File: src/rtl/key_uart_tx.sv
// UART transmitter for decoded key codes: one 8N1 frame per accepted byte (8E1 when
// KEY_UART_TX_PARITY_EN is defined). o_ready is low for the whole frame.
module key_uart_tx #(
    parameter int unsigned CLK_HZ = 27_000_000,
    parameter int unsigned BAUD   = 115200,
    parameter int unsigned DIV    = CLK_HZ / BAUD
) (
    input  logic       i_clk,
    input  logic       i_rst,
    input  logic [7:0] i_data,
    input  logic       i_valid,
    output logic       o_ready,
    output logic       o_tx,
    output logic       o_busy
);

    localparam int unsigned CntW = (DIV > 1) ? $clog2(DIV) : 1;
    localparam logic [CntW-1:0] CntLast = CntW'(DIV - 1);

`ifdef KEY_UART_TX_PARITY_EN
    typedef enum logic [2:0] {StIdle, StStart, StData, StParity, StStop} state_e;
`else
    typedef enum logic [1:0] {StIdle, StStart, StData, StStop} state_e;
`endif

    state_e          state_q, state_d;
    logic [CntW-1:0] cnt_q, cnt_d;
    logic [2:0]      idx_q, idx_d;
    logic [7:0]      shift_q, shift_d;
    logic            tx_q, tx_d;
    logic            bit_end;
`ifdef KEY_UART_TX_PARITY_EN
    logic            parity_q, parity_d;
`endif

    assign bit_end = (cnt_q == CntLast);

    always_comb begin
        state_d = state_q;
        cnt_d   = cnt_q + CntW'(1);
        idx_d   = idx_q;
        shift_d = shift_q;
`ifdef KEY_UART_TX_PARITY_EN
        parity_d = parity_q;
`endif
        case (state_q)
            StIdle: begin
                cnt_d = '0;
                if (i_valid) begin
                    state_d = StStart;
                    shift_d = i_data;
                    idx_d   = 3'd0;
`ifdef KEY_UART_TX_PARITY_EN
                    parity_d = ^i_data;
`endif
                end
            end
            StStart: begin
                if (bit_end) begin
                    state_d = StData;
                    cnt_d   = '0;
                end
            end
            StData: begin
                if (bit_end) begin
                    cnt_d   = '0;
                    shift_d = shift_q >> 1;
                    idx_d   = idx_q + 3'd1;
                    if (idx_q == 3'd7) begin
`ifdef KEY_UART_TX_PARITY_EN
                        state_d = StParity;
`else
                        state_d = StStop;
`endif
                    end
                end
            end
`ifdef KEY_UART_TX_PARITY_EN
            StParity: begin
                if (bit_end) begin
                    state_d = StStop;
                    cnt_d   = '0;
                end
            end
`endif
            StStop: begin
                if (bit_end) begin
                    state_d = StIdle;
                    cnt_d   = '0;
                end
            end
            default: begin
                state_d = StIdle;
                cnt_d   = '0;
            end
        endcase

        // Line level is computed for the upcoming cycle so o_tx comes straight from a flop.
        case (state_d)
            StStart:  tx_d = 1'b0;
            StData:   tx_d = shift_d[0];
`ifdef KEY_UART_TX_PARITY_EN
            StParity: tx_d = parity_q;
`endif
            default:  tx_d = 1'b1;
        endcase
    end

    always_ff @(posedge i_clk) begin
        if (i_rst) begin
            state_q <= StIdle;
            cnt_q   <= '0;
            idx_q   <= 3'd0;
            shift_q <= 8'h00;
            tx_q    <= 1'b1;
`ifdef KEY_UART_TX_PARITY_EN
            parity_q <= 1'b0;
`endif
        end else begin
            state_q <= state_d;
            cnt_q   <= cnt_d;
            idx_q   <= idx_d;
            shift_q <= shift_d;
            tx_q    <= tx_d;
`ifdef KEY_UART_TX_PARITY_EN
            parity_q <= parity_d;
`endif
        end
    end

    assign o_tx    = tx_q;
    assign o_ready = (state_q == StIdle);
    assign o_busy  = (state_q != StIdle);

endmodule

File: config.mk
export PLATFORM = sky130hd
export DESIGN_NAME = key_uart_tx
export DESIGN_NICKNAME = d
export VERILOG_FILES = /design/src/rtl/key_uart_tx.sv
export SDC_FILE = /design/constraint.sdc
export NUM_CORES = 1
export LEC_CHECK = 0
export BUFFER_PORTS_ARGS = -buffer_cell sky130_fd_sc_hd__buf_2
export CORE_MARGIN = 2
export CORE_UTILIZATION = 45
export CTS_BUF_LIST = sky130_fd_sc_hd__clkbuf_16
export CTS_CLUSTER_DIAMETER = 120
export DETAILED_ROUTE_END_ITERATION = 16
export SETUP_SLACK_MARGIN = 0.1
export SLEW_MARGIN = 20
export SYNTH_ARGS = -nofsm -noshare
export SYNTH_HDL_FRONTEND = slang
export SYNTH_SLANG_ARGS = --single-unit
File: constraint.sdc
create_clock -name i_clk -period 2.15 [get_ports i_clk]
set_clock_uncertainty 0.05 [all_clocks]
set_input_delay 0 -clock i_clk [delete_from_list [all_inputs] [get_ports i_clk]]
set_output_delay 0 -clock i_clk [all_outputs]
set_load 0.01 [all_outputs]
* After elaboration in Yosys (flattened, before gate mapping)
Cells that the tools add are included.
Widths: inputs -> output; s select.
** Word-level totals
- Flip-flop bits (word level) :: 22
- Bits of input ports :: 11
- Output and inout port bits :: 3
- Logic and storage cells :: 37
** Cells by class
- Add/sub/neg operators :: 2
- Equality and inequality tests :: 9
- Mux-type cells :: 15
- Reduce and logical (&&, ||, !) cells :: 5
** Operators by type and width (number)
- $pmux 8 s2 :: 2
- $mux 8 :: 3
- $mux 2 :: 5
- $add 8x1->8 const B :: 1
- $eq 8x8->1 const B :: 1
- $pmux 2 s4 :: 1
- $eq 2x2->1 const B :: 3
- $mux 3 :: 2
- $pmux 3 s2 :: 1
- $eq 2x1->1 const B :: 2
- $ne 2x2->1 const B :: 2
- $reduce_bool 2->1 :: 2
- $add 3x1->3 const B :: 1
- $eq 3x3->1 const B :: 1
- $reduce_and 3->1 :: 1
- $reduce_or 3->1 :: 1
- $logic_not 2->1 :: 1
- $pmux 1 s2 :: 1

* Depth between registers and ports, before layout
- Depth in word-level cells :: 6
- Depth in mapped cells :: 7
- Depth with buffers taken out :: 6

* Worst setup path before layout
No wires, ideal clock.
- Path kind :: register to register
- Start :: reg cnt_q[1]
- End :: reg state_q[0]
- Setup time :: 116 ps
- Arrival :: 1386 ps
- Required time :: 1984 ps
- Setup slack :: 598 ps
- Cell stages (with the launch flop) :: 7
- Path buffers :: 0
- Period minus slack after synthesis :: 1552 ps
- Cells stage by stage :: dfxtp_1 inv_1 ha_1 and4b_4 and3_4 a211o_1 and3_1
** On the way
- Longest elaborated chain between the ends :: 3
- Elaborated cells between the ends (all ways) :: 5
- Classes of those cells :: eq/ne: 1; mux: 4
** RTL lines
- start: declaration :: line 27 : logic [CntW-1:0] cnt_q, cnt_d;
- start signal: assignment :: line 121 : cnt_q <= cnt_d;
- $eq 8x8->1 * :: line 36 : assign bit_end = (cnt_q == CntLast);
- $mux 2, on equally long branches :: line 87, 59, 65
- $pmux 2 s4 * :: line 46 : case (state_q)
- end signal: assignment :: line 111 : state_q <= StIdle;
- end signal: assignment :: line 120 : state_q <= state_d;
- end: declaration :: line 26 : state_e state_q, state_d;
Every way passes the cells marked *; elsewhere a longest branch is shown, timed or not.
A chain may end at the register's enable or synchronous reset.

* Worst setup path in the final report
- Start :: reg cnt_q[1]
- End :: reg idx_q[1]
** On the way
- Longest elaborated chain between the ends :: 3
** RTL lines
- $eq 8x8->1 :: line 36
- $ne 2x2->1 (no source line)
- $reduce_and 3->1 (no source line)
- end signal: assignment :: line 122 : idx_q <= idx_d;
- end: declaration :: line 28 : logic [2:0] idx_q, idx_d;
Every way passes these cells.

==> flow_metrics.env <==
export IMPL_clock_latency_ns=0.25
export IMPL_final_util_pct=56.8
export IMPL_fin_crit_sh_pct=77.1
export IMPL_synth_area_leaders="dfxtp_1 (41%), nor2_1 (5.6%), o2bb2ai_1 (4.9%)"
export IMPL_avgViaCountPerCell=5.68
export IMPL_worstPathRequired_ns=2.30
export IMPL_synthArstFlopShare_pct=0
export IMPL_cts_sinks=22
export IMPL_fin_tns_setup_ns=0
export IMPL_worstPathArrival_ns=1.80
export IMPL_period_needed_ns=1.66
export IMPL_ys_seq_elements=22
export IMPL_grt_antenna_before_repair=0
export IMPL_critPathMaxStageDelay_ns=0.37
export IMPL_status="finished, final reports clean"
export IMPL_crit_path_start_kind="flip-flop"
export IMPL_ioPinCount=14
export IMPL_grt_pass1_vias=785
export IMPL_routabilityCongestion=0.786
export IMPL_rows=17
export IMPL_netlist_area_leader_share_pct=40.9
export IMPL_slew_violations=0
export IMPL_cts_buffers=3
export IMPL_setup_violations=0
export IMPL_power_density_nw_per_um2=803
export IMPL_synth_edf_count=0
export IMPL_netlist_instances=111
export IMPL_yosysWarnings=0
export IMPL_nets=140
export IMPL_area_growth_pct=17.9
export IMPL_post_route_drc_count=0
export IMPL_ys_seq_area_share_pct=40.9
export IMPL_final_cell_mix="dfxtp_1 (22), nor2_1 (16), buf_2 (13), a22oi_1 (6), o2bb2ai_1 (6)"
export IMPL_cts_clk_slew_worst_paths_ns=0.06
export IMPL_gr_total_overflow=0
export IMPL_grt_pass1_wl_mm=3.59
export IMPL_hold_violations=0
export IMPL_synthDistinctLibCells=39
export IMPL_rsz0062_at_grt="no"
export IMPL_first_iter_violations=21
export IMPL_clockRootBuffer="clkbuf_16"
export IMPL_syn_num_nets=126
export IMPL_drive_gt1_share_pct=20.2
export IMPL_core_area_sq_um=2230
export IMPL_layout_commonest_cell="dfxtp_1"
export IMPL_max_slew_worst_pin_slew_ns=0.432
export IMPL_yosysTopAreaCell="dfxtp_1"
export IMPL_dieWidth_um=52.9
export IMPL_num_antenna_cells=0
export IMPL_max_cap_viol_count=0
export IMPL_worst_setup_path_type="flip-flop to flip-flop"
export IMPL_cp_cell_sequence="inv_1 -> ha_1 -> and4b_4 -> a31o_1 -> a21oi_4 -> a32o_1"
export IMPL_clockBufferDepth=2
export IMPL_dieArea_sq_um=2800
export IMPL_grt_max_degree=14
export IMPL_synth_top_flop_cell="dfxtp_1"
export IMPL_syn_area_per_cell_sq_um=9.69
export IMPL_cts_max_level=1
export IMPL_initial_core_util_pct=48.2
export IMPL_ir_worst_vdd_mv=0.687
export IMPL_syn_cell_area_sq_um=1080
export IMPL_die_h_um=52.9
export IMPL_drt_wl_total_mm=2.09
export IMPL_vias=864
export IMPL_crit_path_top_delay_cell="dfxtp_1"
export IMPL_fmax_mhz=603
export IMPL_first_pass_iters=4
export IMPL_drtAntennaViolNets=0
export IMPL_critical_path_buf_inv_count=1
export IMPL_crit_family="compound AO/OA/AOI/OAI gates"
export IMPL_power_leakage_nw=0.483
export IMPL_track_usage_pct=17.9
export IMPL_relSlewSlack_pct=71.2
export IMPL_dp_hpwl_mm=1.48
export IMPL_portBuffers=13
export IMPL_end_kind="flip-flop"
export IMPL_cp_max_fo=9
export IMPL_cts_resized=0
export IMPL_wl_per_cell_um=13.7
export IMPL_hold_path_class="input port to flip-flop"
export IMPL_cts_tree="done"
==> Yosys cell counts (all sizes together), types with 2 or more instances <==
library cell,number
dfxtp,22
buf,4
a22oi,6
nand2b,2
nand3,5
a32o,3
inv,5
xnor2,2
a21oi,5
xor2,5
and3,4
ha,4
o2bb2ai,6
nor4,2
and2,3
nor2,16
o21ai,2
==> metrics by stage <==
stage               std cells  area (sq um)  total power [mW]  hold WS [ns]  setup WS (ns)
CTS                       152          1270              1.03       0.00177          0.492
finish                    152          1270              1.02       0.00112          0.492
detailed placement        147          1150             0.510         0.198          0.508
floorplan                 111          1080             0.487         0.104          0.598
global placement          147          1150             0.508         0.193          0.550
global route              152          1270              1.06        0.0198          0.370
==> sequential cells by signal (all words and copies together), names as in the netlist <==
name and cells:
cnt_q 8, shift_q 8, idx_q 3, state_q 2, o_tx 1
==> where the power goes <==
| group | switching [mW] | internal (mW) | total (mW) |
|---|---|---|---|
| registers | 0.0128 | 0.422 | 0.435 |
| clock network | 0.146 | 0.369 | 0.515 |
| logic | 0.0366 | 0.0323 | 0.0690 |
==> tightest hold or removal path: stages <==
cell and delay [ns]:
buf_2 0.08, a22oi_1 0.07, o2bb2ai_1 0.13
==> final timing paths <==
| kind | end | slack, ns | cells past startpoint | from |
|---|---|---|---|---|
| setup / recovery | idx_q[1] | 0.49 | 6 | cnt_q[1] |
| hold / removal | shift_q[2] | 0.001 | 3 | i_data[2] |
| setup reg to reg | idx_q[1] | 0.49 | 6 | cnt_q[1] |
| hold reg to reg | shift_q[5] | 0.42 | 1 | shift_q[5] |
==> what timing repair did <==
item                                   CTS  global route
endpoints found under the hold margin    1             0
setup buffers                            0             0
hold buffers                             1             0
==> cells by family (layout without fill, tap and decap cells) <==
group                    Yosys count  count (layout)  synth area share (%)
XOR/XNOR                           7               7                  5.70
AO/OA/AOI/OAI                     27              27                  22.2
flip-flops                        22              22                  40.9
AND/OR/NAND/NOR                   41              41                  22.7
adder cells (fa/ha/maj)            4               4                  4.65
buffers and inverters             10              23                  3.84
==> layer usage <==
metal | share of wire, % | routed length [um] | track usage, % | vias to the layer above
met2 | 47 | 988 | 29.4 | 13
met3 | 3.6 | 75 | 5.08 | 2
met1 | 48 | 1010 | 22.6 | 419
met5 | 0 | 0 | 0 | -
li1 | - | - | - | 430
met4 | 0.43 | 9 | 5.13 | 0
==> cell type report <==
type	instances	area, sq um
multi-input cells	79	594
fillers	220	965
flip-flops and latches	22	440
well taps	28	35.0
clock buffers	3	75.1
repair buffers	14	75.1
inverters	5	18.8
clock inverters	1	30.0
Power figures use the tool's default switching activity.
